<file path="src/rtl/data_mem_arbiter.sv">
// Round-robin arbiter sharing a byte-wide data memory between two 32-bit word requesters.
// Optional DATA_MEM_ARB_FIXED_PRIO_EN: requester 0 always wins ties, no last-owner pointer.
module data_mem_arbiter #(
  parameter int unsigned ADDR_W = 8
) (
  input  logic              clk,
  input  logic              rst,
  input  logic              req0,
  input  logic              req1,
  input  logic              we0,
  input  logic              we1,
  input  logic [31:0]       addr0,
  input  logic [31:0]       addr1,
  input  logic [31:0]       wdata0,
  input  logic [31:0]       wdata1,
  output logic              gnt0,
  output logic              gnt1,
  output logic              done0,
  output logic              done1,
  output logic [31:0]       rdata,
  output logic              busy,
  output logic [ADDR_W-1:0] mem_addr,
  output logic [7:0]        mem_wdata,
  output logic              mem_we,
  output logic              mem_re,
  input  logic [7:0]        mem_rdata
);

  typedef enum logic [1:0] {IDLE, BEAT, DRAIN, DONE} state_t;

  typedef struct packed {
    logic              we;
    logic [ADDR_W-1:0] addr;
    logic [31:0]       wdata;
    logic              owner;
  } xact_t;

  state_t            state_q, state_d;
  logic [1:0]        beat_q, beat_d;
  xact_t             xact_q, xact_d;
  logic [23:0]       rbuf_q, rbuf_d;
  logic [31:0]       rdata_d;
  logic              busy_d, done0_d, done1_d;
  logic [ADDR_W-1:0] mem_addr_d;
  logic [7:0]        mem_wdata_d;
  logic              mem_we_d, mem_re_d;
  logic              pick1;

  // Upper address bits are outside the memory and intentionally ignored.
  logic unused_addr_bits;
  assign unused_addr_bits = ^{addr0[31:ADDR_W], addr1[31:ADDR_W]};

`ifdef DATA_MEM_ARB_FIXED_PRIO_EN
  assign pick1 = req1 & ~req0;
`else
  logic last_q;

  // Last-owner pointer; reset value 1 makes requester 0 win the first tie.
  always_ff @(posedge clk or negedge rst) begin
    if (!rst) begin
      last_q <= 1'b1;
    end else if (state_q == DONE) begin
      last_q <= xact_q.owner;
    end
  end

  assign pick1 = req1 & (~req0 | ~last_q);
`endif

  // Next state, operand latch, read assembly and registered-output next values.
  always_comb begin
    state_d = state_q;
    beat_d  = beat_q;
    xact_d  = xact_q;
    rbuf_d  = rbuf_q;
    rdata_d = rdata;
    gnt0    = 1'b0;
    gnt1    = 1'b0;

    case (state_q)
      IDLE: begin
        if (req0 || req1) begin
          gnt0         = rst & ~pick1;
          gnt1         = rst & pick1;
          xact_d.we    = pick1 ? we1 : we0;
          xact_d.addr  = pick1 ? addr1[ADDR_W-1:0] : addr0[ADDR_W-1:0];
          xact_d.wdata = pick1 ? wdata1 : wdata0;
          xact_d.owner = pick1;
          state_d      = BEAT;
          beat_d       = 2'd0;
        end
      end
      BEAT: begin
        beat_d = beat_q + 2'd1;
        // mem_rdata here answers the strobe of the previous beat.
        if (!xact_q.we) begin
          case (beat_q)
            2'd1:    rbuf_d[23:16] = mem_rdata;
            2'd2:    rbuf_d[15:8]  = mem_rdata;
            2'd3:    rbuf_d[7:0]   = mem_rdata;
            default: rbuf_d        = rbuf_q;
          endcase
        end
        if (beat_q == 2'd3) begin
          state_d = xact_q.we ? DONE : DRAIN;
        end
      end
      DRAIN: begin
        rdata_d = {rbuf_q, mem_rdata};
        state_d = DONE;
      end
      DONE: begin
        state_d = IDLE;
      end
      default: begin
        state_d = IDLE;
      end
    endcase

    busy_d      = (state_d != IDLE);
    done0_d     = (state_d == DONE) & ~xact_d.owner;
    done1_d     = (state_d == DONE) & xact_d.owner;
    mem_we_d    = (state_d == BEAT) & xact_d.we;
    mem_re_d    = (state_d == BEAT) & ~xact_d.we;
    mem_addr_d  = (state_d == BEAT) ? (xact_d.addr + ADDR_W'(beat_d)) : '0;
    mem_wdata_d = 8'h00;
    if (mem_we_d) begin
      case (beat_d)
        2'd0:    mem_wdata_d = xact_d.wdata[31:24];
        2'd1:    mem_wdata_d = xact_d.wdata[23:16];
        2'd2:    mem_wdata_d = xact_d.wdata[15:8];
        default: mem_wdata_d = xact_d.wdata[7:0];
      endcase
    end
  end

  // State register and output registers, loaded from next-state values so they align with the state.
  always_ff @(posedge clk or negedge rst) begin
    if (!rst) begin
      state_q   <= IDLE;
      beat_q    <= 2'd0;
      xact_q    <= '0;
      rbuf_q    <= 24'h0;
      rdata     <= 32'h0;
      busy      <= 1'b0;
      done0     <= 1'b0;
      done1     <= 1'b0;
      mem_addr  <= '0;
      mem_wdata <= 8'h00;
      mem_we    <= 1'b0;
      mem_re    <= 1'b0;
    end else begin
      state_q   <= state_d;
      beat_q    <= beat_d;
      xact_q    <= xact_d;
      rbuf_q    <= rbuf_d;
      rdata     <= rdata_d;
      busy      <= busy_d;
      done0     <= done0_d;
      done1     <= done1_d;
      mem_addr  <= mem_addr_d;
      mem_wdata <= mem_wdata_d;
      mem_we    <= mem_we_d;
      mem_re    <= mem_re_d;
    end
  end

endmodule

</file>
<file path="config.mk">
export PLATFORM = sky130hd
export DESIGN_NAME = data_mem_arbiter
export DESIGN_NICKNAME = d
export VERILOG_FILES = /design/src/rtl/data_mem_arbiter.sv
export SDC_FILE = /design/constraint.sdc
export NUM_CORES = 1
export LEC_CHECK = 0
export ABC_AREA = 1
export CORE_ASPECT_RATIO = 0.5
export CORE_MARGIN = 1.5
export CORE_UTILIZATION = 65
export CTS_CLUSTER_DIAMETER = 60
export CTS_CLUSTER_SIZE = 16
export DETAILED_ROUTE_END_ITERATION = 10
export DONT_BUFFER_PORTS = 1
export HOLD_SLACK_MARGIN = 0.06
export PLACE_DENSITY = 0.87
export SYNTH_ARGS = -nofsm -noshare
export SYNTH_HDL_FRONTEND = slang
export SYNTH_SLANG_ARGS = --single-unit
</file>
<file path="constraint.sdc">
create_clock -name clk -period 7.6 [get_ports clk]
set_input_delay 1.52 -clock clk [delete_from_list [all_inputs] [get_ports clk]]
set_output_delay 1.52 -clock clk [all_outputs]
set_load 0.02 [all_outputs]
</file>
==> impl_results.md <==
- Status: completed
- Avg WL per Cell: 15.4 um
- YS warnings: 0
- PostCTS Resize Cnt: 0
- Worst skew pair latency: 410 ps
- CP max-delay cell: nor2_8
- Worst vdd ir: between 200 and 300 uV
- Chip Height: 68.7 um
- Crit path cell chain: nor2_4 -> nor2_8 -> inv_4 -> nor3_1
- Std cell rows: 23
- Fmax: ~0.22 GHz
- Worst Setup End Kind: output port
- DRT Pass-1 Iters: 4
- Die area: 9230 sq um
- WP data arrival: 2980 ps
- Nets@finish: between 800 and 900
- Worst rel slew slack: a little over a third
- Final Cycle Share: around three fifths
- PwrDens: 492 nW/um^2
- Core Util, Final: 76.3%
- Hold Startpoint: rbuf_q[10]
- Top post-synthesis cells by area: dfrtp_1 (55%), nand2_1 (16%), o21ai_0 (5.2%)
- Filler instances: around 600
- Largest net degree at the start of global routing: 126
- Min-Delay Path Class: reg2reg
- Via count: about 4300
- Vias per cell: 5.51
- Htree depth: 4
- Least-Margin Pin Slew: 959 ps
- Total gr overflow: 0
- Initial antenna violation count: 0
- Clk sinks: 124
- Synth Instances: between 600 and 700
- Final setup violation count: 0
- Cts bufs inserted: 17
- Setup bufs post-CTS: 0
- First-pass GRT wire length: approximately 19000 um
- WP data required: around 6100 ps
- Antenna cells: 0
- Die width: 134 um
- RSZ-0062 raised after global routing: no
- DP HPWL: 7890 um
- Share of cells above drive strength 1: 11.5%
- TNS Setup: 0 ps
- Post-synth top area share: 54.9%
- Critical path launch point: req1
- Synth area leader: dfrtp_1
- TritonCTS clock tree: done
- Critical path type: in2out
- Routability cong.: 0.819
- Max-cap viol count: 0
- Overall Power: 0.00307 W
- Hold Vio Cnt, Final: 0
- Core footprint: 8170 sq um
- Max incr delay on CP: approximately 560 ps
- Drt drc: 0
- Yosys cell types: 33
- Number of I/O pins: 197
- Final Critical Period: 4500 ps
- Synthesized area: 5610 sq um
- Register area share after synthesis: a little under three fifths
- Hold_buf cts: 0
- Total global routing track utilization: 27.3%
- Max-slew violation count: 0
- Yosys reg bits: approximately 120
- Lkg Pwr: 3.20 nW
- Critical path launch point type: primary input
- Post-Route WL: 12200 um
- Clock root buffer: clkbuf_16
- Final ANT Viol Nets: 0
- Initial DRC Count: 310
- R2r startpoint: state_q[1]
- P&R area growth vs syn: 11.2%
- IO Port Bufs: 0
- Critical path fanouts, max: 60
- Initial core utilization: 68.6%
- Avg Cell Area, Syn: 8.36 sq um
- Clk pin slew, worst setup/hold paths: 60 ps
- Clk_skew: 10.3 ps
- CTS max path bufs: 2
- Post-Syn Nets: 819
- Vias in the first global route: slightly below 4000
## layout make-up
| class | count | area, sq um | area share (%) |
|---|---|---|---|
| clock buffer | 20 | 457 | 7.33 |
| clock inverter | 12 | 161 | 2.59 |
| inverter | 59 | 226 | 3.63 |
| multi-input combinational | 461 | 2140 | 34.3 |
| sequential | 124 | 3100 | 49.8 |
| tap | 112 | 140 | 2.25 |
| timing repair buffer | 1 | 7.51 | 0.120 |
## worst max-delay path, delay by kind of cell
kind	cells	cell delay, ps
buf+inv	1	270
simple gates	3	1150
## worst paths after layout
kind	to	slack, ps	cells past startpoint
max	gnt0	3100	4
min	rdata[18]	470	2
max reg2reg	mem_addr[6]	4470	15
min reg2reg	rdata[18]	470	2
max in group asynchronous	last_q	6600	0
min in group asynchronous	rdata[27]	800	0
## layer usage
metal	GRT usage, %	share of wire, %	up-vias	wire, um
met4	11.7	1.2	0	150
met3	8.19	7.6	14	920
li1	-	-	2097	-
met1	32.3	42	2071	5100
met5	0	0	-	0
met2	47.9	49	164	6010
## registers in the layout, summed over array words and instances, names as in the netlist
signal,cells
mem_wdata,8
rbuf_q,24
mem_re,1
beat_q,2
done1,1
mem_addr,8
xact_q,42
busy,1
mem_we,1
done0,1
state_q,2
rdata,32
last_q,1
## power breakdown
part	internal (W)	total [W]	leakage (nW)	switching, W
Clock	0.000536	0.000829	0.294	0.000293
Combinational	0.000326	0.000948	1.39	0.000621
Sequential	0.000975	0.00129	1.52	0.000315
Total	0.00184	0.00307	3.20	0.00123
## placed cells by master (no fill, tap or decap), types with 2 or more instances in the layout
| cell type | Yosys | layout |
|---|---|---|
| nor3_1 | 3 | 3 |
| clkbuf_16 | 0 | 17 |
| nand3b_1 | 3 | 3 |
| clkbuf_8 | 0 | 2 |
| a21oi_1 | 9 | 9 |
| clkinvlp_4 | 0 | 3 |
| nor2_4 | 2 | 2 |
| nor2_1 | 61 | 61 |
| bufinv_16 | 0 | 3 |
| nand2_2 | 6 | 6 |
| nand2_1 | 237 | 237 |
| a31o_2 | 9 | 9 |
| inv_2 | 10 | 10 |
| inv_1 | 47 | 47 |
| inv_6 | 0 | 3 |
| nand3_1 | 29 | 29 |
| nor2_8 | 2 | 2 |
| inv_4 | 2 | 2 |
| o21ai_1 | 20 | 20 |
| or2_2 | 6 | 6 |
| o21ai_0 | 58 | 58 |
| clkinv_4 | 0 | 2 |
| ha_1 | 5 | 5 |
| nor2_2 | 2 | 2 |
| dfrtp_1 | 123 | 123 |
## cells by family after synthesis
group	share of synthesized area (%)
and+or+nand+nor	26.3
AOI/OAI and AO/OA	10.4
DFF	55.4
buffers and inverters	6.54
adders and majority gates	1.47
## synthesized netlist by cell type, drive strengths merged
master and number:
o21ai 80, nor3 3, nor2 67, dfrtp 123
fa 1, clkbuf 9, dfstp 1, nand2 244
a31oi 1, inv 59, a31o 9, nand3 30
o211ai 1, o21bai 1, a21oi 10, or2 6
ha 5, nand3b 3, buf 18
## per-stage QoR
stage | cell area (sq um) | instances | hold WS (ps) | setup WS, ps
2_1_floorplan | 5610 | 671 | 442 | 3510
3_3_place_gp | 5610 | 757 | 447 | 3110
3_5_place_dp | 5610 | 757 | 455 | 3110
4_1_cts | 6230 | 789 | 470 | 3110
5_1_grt | 6230 | 789 | 492 | 2990
6_report | 6230 | 789 | 471 | 3100
(Power assumes the default switching activity.)
